`config.mk`:
```
export PLATFORM = sky130hd
export DESIGN_NAME = matrix_repeat_fifo
export DESIGN_NICKNAME = d
export VERILOG_FILES = /design/src/rtl/matrix_repeat_fifo.sv
export SDC_FILE = /design/constraint.sdc
export NUM_CORES = 1
export LEC_CHECK = 0
export CORE_AREA = 5 5 338 340
export CTS_BUF_LIST = sky130_fd_sc_hd__clkbuf_4 sky130_fd_sc_hd__clkbuf_8
export DETAILED_ROUTE_END_ITERATION = 10
export DIE_AREA = 0 0 343 345
export PLACE_DENSITY_LB_ADDON = 0.1
export SYNTH_ARGS = -nofsm -noshare
export SYNTH_HDL_FRONTEND = slang
export SYNTH_SLANG_ARGS = --single-unit
```
`constraint.sdc`:
```
create_clock -name clk -period 18.21 [get_ports clk]
set_input_delay 5.463 -clock clk [delete_from_list [all_inputs] [get_ports clk]]
set_output_delay 5.463 -clock clk [all_outputs]
set_load 0.1 [all_outputs]
```
`src/rtl/matrix_repeat_fifo.sv`:
```
// matrix_repeat_fifo
//   Buffers DIM0 x DIM1 matrices and presents each head matrix a per-entry
//   number of times (replays) before retiring it, so a matmul operand can be
//   reused without re-fetching it from memory.
//
// Ports
//   clk, rst       : clock, synchronous active-high reset
//   in_data        : input matrix, element index = row*DIM0+col
//   in_repeat      : presentations for this entry (0 behaves as 1)
//   in_valid       : input matrix valid
//   in_ready       : FIFO can accept (not full; independent of out_ready)
//   out_data       : head matrix, same element order as in_data
//   out_valid      : head matrix valid (not empty)
//   out_ready      : consumer accepts the current presentation
//   out_rep_idx    : 0-based replay index of the current presentation
//   out_last       : current presentation is the final replay of the head
//   count          : stored entries, head included
//   empty/full     : count==0 / count==FIFO_SIZE
//   almost_full    : count>=ALMOST_FULL_THRESH
module matrix_repeat_fifo #(
  parameter int unsigned DATA_WIDTH         = 8,
  parameter int unsigned DIM0               = 4,
  parameter int unsigned DIM1               = 4,
  parameter int unsigned FIFO_SIZE          = 8,
  parameter int unsigned REPEAT_WIDTH       = 4,
  parameter int unsigned ALMOST_FULL_THRESH = 6
) (
  input  logic                          clk,
  input  logic                          rst,
  input  logic [DATA_WIDTH-1:0]         in_data [DIM0*DIM1],
  input  logic [REPEAT_WIDTH-1:0]       in_repeat,
  input  logic                          in_valid,
  output logic                          in_ready,
  output logic [DATA_WIDTH-1:0]         out_data [DIM0*DIM1],
  output logic                          out_valid,
  input  logic                          out_ready,
  output logic [REPEAT_WIDTH-1:0]       out_rep_idx,
  output logic                          out_last,
  output logic [$clog2(FIFO_SIZE):0]    count,
  output logic                          empty,
  output logic                          full,
  output logic                          almost_full
);

  localparam int unsigned NUM_ELEM = DIM0 * DIM1;
  localparam int unsigned FLAT_W   = NUM_ELEM * DATA_WIDTH;
  localparam int unsigned PTR_W    = $clog2(FIFO_SIZE);
  localparam int unsigned CNT_W    = PTR_W + 1;

  // Entry storage: flattened matrix plus its effective repeat value
  logic [FLAT_W-1:0]       data_mem_q [FIFO_SIZE];
  logic [REPEAT_WIDTH-1:0] rep_mem_q  [FIFO_SIZE];

  logic [PTR_W-1:0]        wr_ptr_q, wr_ptr_d;
  logic [PTR_W-1:0]        rd_ptr_q, rd_ptr_d;
  logic [CNT_W-1:0]        count_q, count_d;
  logic [REPEAT_WIDTH-1:0] rep_cnt_q, rep_cnt_d;
  logic                    empty_q, empty_d;
  logic                    full_q, full_d;
  logic                    almost_full_q, almost_full_d;

  logic [FLAT_W-1:0]       in_flat;
  logic [FLAT_W-1:0]       head_flat;
  logic [REPEAT_WIDTH-1:0] head_rep;
  logic [REPEAT_WIDTH-1:0] in_rep_eff;
  logic                    push;
  logic                    handshake;
  logic                    pop;
  logic                    replay;

  // Matrix flatten / unflatten is pure wiring
  for (genvar g = 0; g < NUM_ELEM; g++) begin : g_flat
    assign in_flat[g*DATA_WIDTH +: DATA_WIDTH] = in_data[g];
    assign out_data[g] = head_flat[g*DATA_WIDTH +: DATA_WIDTH];
  end

  assign head_flat  = data_mem_q[rd_ptr_q];
  assign head_rep   = rep_mem_q[rd_ptr_q];
  assign in_rep_eff = (in_repeat == '0) ? REPEAT_WIDTH'(1) : in_repeat;

  // Handshake qualifiers; all flow control comes from registered state
  assign in_ready  = !full_q;
  assign out_valid = !empty_q;
  // Stored repeat is never 0, so head_rep-1 cannot underflow; gating with
  // out_valid keeps out_last low on stale storage when empty
  assign out_last  = out_valid && (rep_cnt_q == (head_rep - REPEAT_WIDTH'(1)));
  assign push      = in_valid && in_ready;
  assign handshake = out_valid && out_ready;
  assign pop       = handshake && out_last;
  assign replay    = handshake && !out_last;

  assign out_rep_idx = rep_cnt_q;
  assign count       = count_q;
  assign empty       = empty_q;
  assign full        = full_q;
  assign almost_full = almost_full_q;

  // Next-state for pointers, replay counter, occupancy and status flags
  always_comb begin
    wr_ptr_d      = wr_ptr_q;
    rd_ptr_d      = rd_ptr_q;
    rep_cnt_d     = rep_cnt_q;
    count_d       = count_q;

    if (push) begin
      wr_ptr_d = wr_ptr_q + PTR_W'(1);
    end

    if (pop) begin
      rd_ptr_d  = rd_ptr_q + PTR_W'(1);
      rep_cnt_d = '0;
    end else if (replay) begin
      rep_cnt_d = rep_cnt_q + REPEAT_WIDTH'(1);
    end

    if (push && !pop) begin
      count_d = count_q + CNT_W'(1);
    end else if (pop && !push) begin
      count_d = count_q - CNT_W'(1);
    end

    empty_d       = (count_d == '0);
    full_d        = (32'(count_d) == FIFO_SIZE);
    almost_full_d = (32'(count_d) >= ALMOST_FULL_THRESH);
  end

  // Control state; reset drops all entries and any partial replay
  always_ff @(posedge clk) begin
    if (rst) begin
      wr_ptr_q      <= '0;
      rd_ptr_q      <= '0;
      rep_cnt_q     <= '0;
      count_q       <= '0;
      empty_q       <= 1'b1;
      full_q        <= 1'b0;
      almost_full_q <= 1'b0;
    end else begin
      wr_ptr_q      <= wr_ptr_d;
      rd_ptr_q      <= rd_ptr_d;
      rep_cnt_q     <= rep_cnt_d;
      count_q       <= count_d;
      empty_q       <= empty_d;
      full_q        <= full_d;
      almost_full_q <= almost_full_d;
    end
  end

  // Entry storage write; contents are don't-care after reset since the
  // pointers and count are cleared, and a write during reset is never read
  always_ff @(posedge clk) begin
    if (push) begin
      data_mem_q[wr_ptr_q] <= in_flat;
      rep_mem_q[wr_ptr_q]  <= in_rep_eff;
    end
  end

endmodule

```
==> impl_metrics.csv <==
group,metric,value,unit
sta,maxSlewViolCount,0,
drt,wl_per_cell,24.88,um
cts,clock_sinks,1076,
cts,ctsHoldBuffers,0,
final_layout,multi_input_area,8139,um2
cts,root_buffer,"clkbuf_8",
cts,clock_latency,0.82,ns
logic_synthesis,yosys_warnings,0,
sta,fin_setup_tns,0,ns
logic_synthesis,netlist_area,40550,um2
power_and_ir_drop,clkPwrFrac,0.388,
power_and_ir_drop,seqPwrFrac,0.529,
logic_synthesis,ys_seq_area_frac,0.7919,
logic_synthesis,ys_top_cells_by_area,"edfxtp_1, mux4_2, mux2_2, dfxtp_1, clkbuf_1",
sta,final_hold_viol_count,0,
power_and_ir_drop,power_frac_comb,0.083,
status,status,"finished, final reports clean",
global_route,antenna_found_initial,13,
worst_setup_path,path_class,"flip-flop to output pin",
logic_synthesis,synthTopCellsByCount,"edfxtp_1, mux4_2, mux2_2, clkbuf_1, buf_1",
sta,rsz0062_at_grt,"no",
floorplanning,num_io_pins,278,
logic_synthesis,synth_top_area_frac,0.7820,
floorplanning,die_w,343,um
logic_synthesis,ys_seq_elements,1076,
worst_setup_path,critical_path.max_fanout,58,
logic_synthesis,yosys.cell_count.top_type,"edfxtp_1",
worst_setup_path,critPathLaunchType,"flip-flop",
run,drv_cap,0,
logic_synthesis,synth_largest_area_cell,"edfxtp_1",
global_route,grtUsageTotal,0.1562,
logic_synthesis,synth_fp_nets,1802,
drt,first_pass_iters,6,
cts,path_clk_slew,0.06,ns
floorplanning,core.rowCount,123,
sta,fin_skew,0.02284,ns
global_route,overflow,0,
cts,clockBufferDepth,3,
power_and_ir_drop,p_leak,14.89,nW
logic_synthesis,synthDistinctLibCells,34,
drt,ant_nets,0,
power_and_ir_drop,peakVddDrop,0.05376,mV
worst_setup_path,cp_data_required_time,12.75,ns
worst_setup_path,end_kind,"output pin",
logic_synthesis,ys.flop_type,"edfxtp_1",
placement,placed_cells,3387,
global_route,grt_pass1_wl,136600,um
sta,max_freq,85.73,MHz
cts,cts_tree,"yes",
logic_synthesis,synthCells,1660,
power_and_ir_drop,p_per_area,108.5,nW/um2
drt,drt-initial-drc-count,1015,
worst_setup_path,arrival,6.20,ns
final_layout,fillCellCount,9423,
drt,vias,18370,
drt,drcViolationCount,0,
final_layout,nets,2210,
floorplanning,dieHeight,345,um
floorplanning,die_area,118300,um2
worst_hold_path,hold_path.class,"flip-flop to flip-flop",
placement,hpwl,47570,um
sta,relSlewSlack,0.1814,
logic_synthesis,synthArstFlopShare,0,
global_route,grt_start_max_net_pins,104,
final_layout,final_layout_size_suffix_gt1_frac,0.3243,
cts,post_cts_buffers,0,
cts,post_cts_resized,0,
drt,drt_wl_total,92490,um
sta,layout_min_cycle_time,11.66,ns
sta,finalSetupViolations,0,
power_and_ir_drop,p_int,0.004031,W
sta,timing.final.crit_share,0.6405,
final_layout,area.growth.synth_to_final,20.20,%
cts,cts_buffers,179,
logic_synthesis,synth-edff-count,1056,
logic_synthesis,synth_area_per_cell,24.43,um2
sta,worst_slew_pin_slew,1.224,ns
final_layout,stdcell_count,3718,
final_layout,seq_area,32120,um2
power_and_ir_drop,p_switching,0.001256,W
global_route,grt_pass1_vias,20350,
placement,portBuffers,277,
floorplanning,initial_core_util,0.3644,
cts,cts_max_level,4,
placement,gp_congestion,0.6689,
floorplanning,core_area,111300,um2
drt,vias_per_cell,4.942,
power_and_ir_drop,sw_frac_of_total,0.2375,
-- registers in the layout, summed over array words and instances, names as in the netlist, named ones only --
register and flops:
data_mem_q 1024, rep_mem_q 32, count 4, out_rep_idx 4
rd_ptr_q 3, wr_ptr_q 3, almost_full 1, empty 1
full 1
-- per-stage QoR --
stage	hold WS (ns)	util	power [W]	setup WS, ns	instance area (um2)
3_5_place_dp	0.5215	0.4068	0.003296	7.266	45260
4_1_cts	0.5328	0.4379	0.005380	6.323	48720
2_1_floorplan	0.4847	-	0.003151	2.497	40560
3_3_place_gp	0.4994	0.4068	0.003290	7.294	45260
6_report	0.5297	0.4380	0.005287	6.546	48740
5_1_grt	0.5804	0.4379	0.005508	6.202	48730
-- routing by layer --
metal	share of wire	GRT usage	vias to the layer above
met5	0.00081	0	-
met4	0.020	0.04590	10
met3	0.053	0.04035	137
met2	0.51	0.2667	415
met1	0.41	0.1972	9880
li1	-	-	7931
-- cell families (layout without fill, tap and decap cells) --
kind of cell / count (synthesis) / in the layout / synth area share
fa+ha+maj: 6 / 6 / 0.001851
flops: 1076 / 1076 / 0.7919
other cells: 0 / 7 / 0
compound gates: 9 / 9 / 0.001604
simple gates: 60 / 60 / 0.007159
buf+inv: 89 / 640 / 0.008825
xor+xnor: 14 / 14 / 0.003209
mux: 406 / 406 / 0.1855
-- power groups by stage --
stage	sequential [W]	clock, W	combinational (W)
after CTS	0.00280	0.00213	0.000447
final	0.00280	0.00205	0.000438
after global placement	0.00285	0	0.000443
after floorplan	0.00287	0	0.000281
after detailed placement	0.00285	0	0.000445
after global routing	0.00280	0.00225	0.000459
-- layout by cell type (no fill, tap or decap), types with 4 or more instances in the layout --
| cell | instances |
|---|---|
| mux4_2 | 263 |
| clkinvlp_4 | 5 |
| buf_4 | 24 |
| clkinv_2 | 14 |
| nor2b_1 | 4 |
| edfxtp_1 | 1056 |
| clkbuf_4 | 62 |
| xor2_1 | 4 |
| mux2i_1 | 12 |
| clkinv_1 | 51 |
| dfxtp_1 | 17 |
| clkdlybuf4s50_1 | 277 |
| nand3_1 | 6 |
| clkbuf_8 | 184 |
| inv_8 | 4 |
| buf_12 | 7 |
| mux2_2 | 130 |
| nand2_1 | 13 |
| nor3_2 | 5 |
| diode_2 | 7 |
| xnor2_1 | 9 |
| ha_1 | 6 |
| nor2_1 | 15 |
| bufinv_16 | 4 |
| inv_1 | 6 |
-- worst max-delay path, cell delays in order, from the launching register on --
cell	delay (ns)
dfxtp_4	0.99
buf_4	0.85
buf_4	0.83
buf_4	0.74
mux4_2	0.41
mux2_2	0.28
clkdlybuf4s50_1	1.02
-- layout make-up --
cell class              count  area share
well taps                1500     0.03851
diodes                      7   0.0003594
multi-input cells         495      0.1670
flip-flops and latches   1076      0.6590
clock buffers             246     0.06151
inverters                   8   0.0006161
repair buffers            308     0.06346
clock inverters            78    0.009524
-- worst paths after layout --
kind,startpoint,endpoint,slack (ns),cells after the start
setup / recovery,flip-flop,out_data[29],6.55,6
hold / removal,out_rep_idx[1]$_SDFFE_PP0P_,out_rep_idx[1]$_SDFFE_PP0P_,0.53,2
setup reg to reg,flip-flop,empty$_SDFF_PP1_,13.36,9
hold reg to reg,out_rep_idx[1]$_SDFFE_PP0P_,out_rep_idx[1]$_SDFFE_PP0P_,0.53,2
No activity file was read; power rests on OpenSTA's default activity.
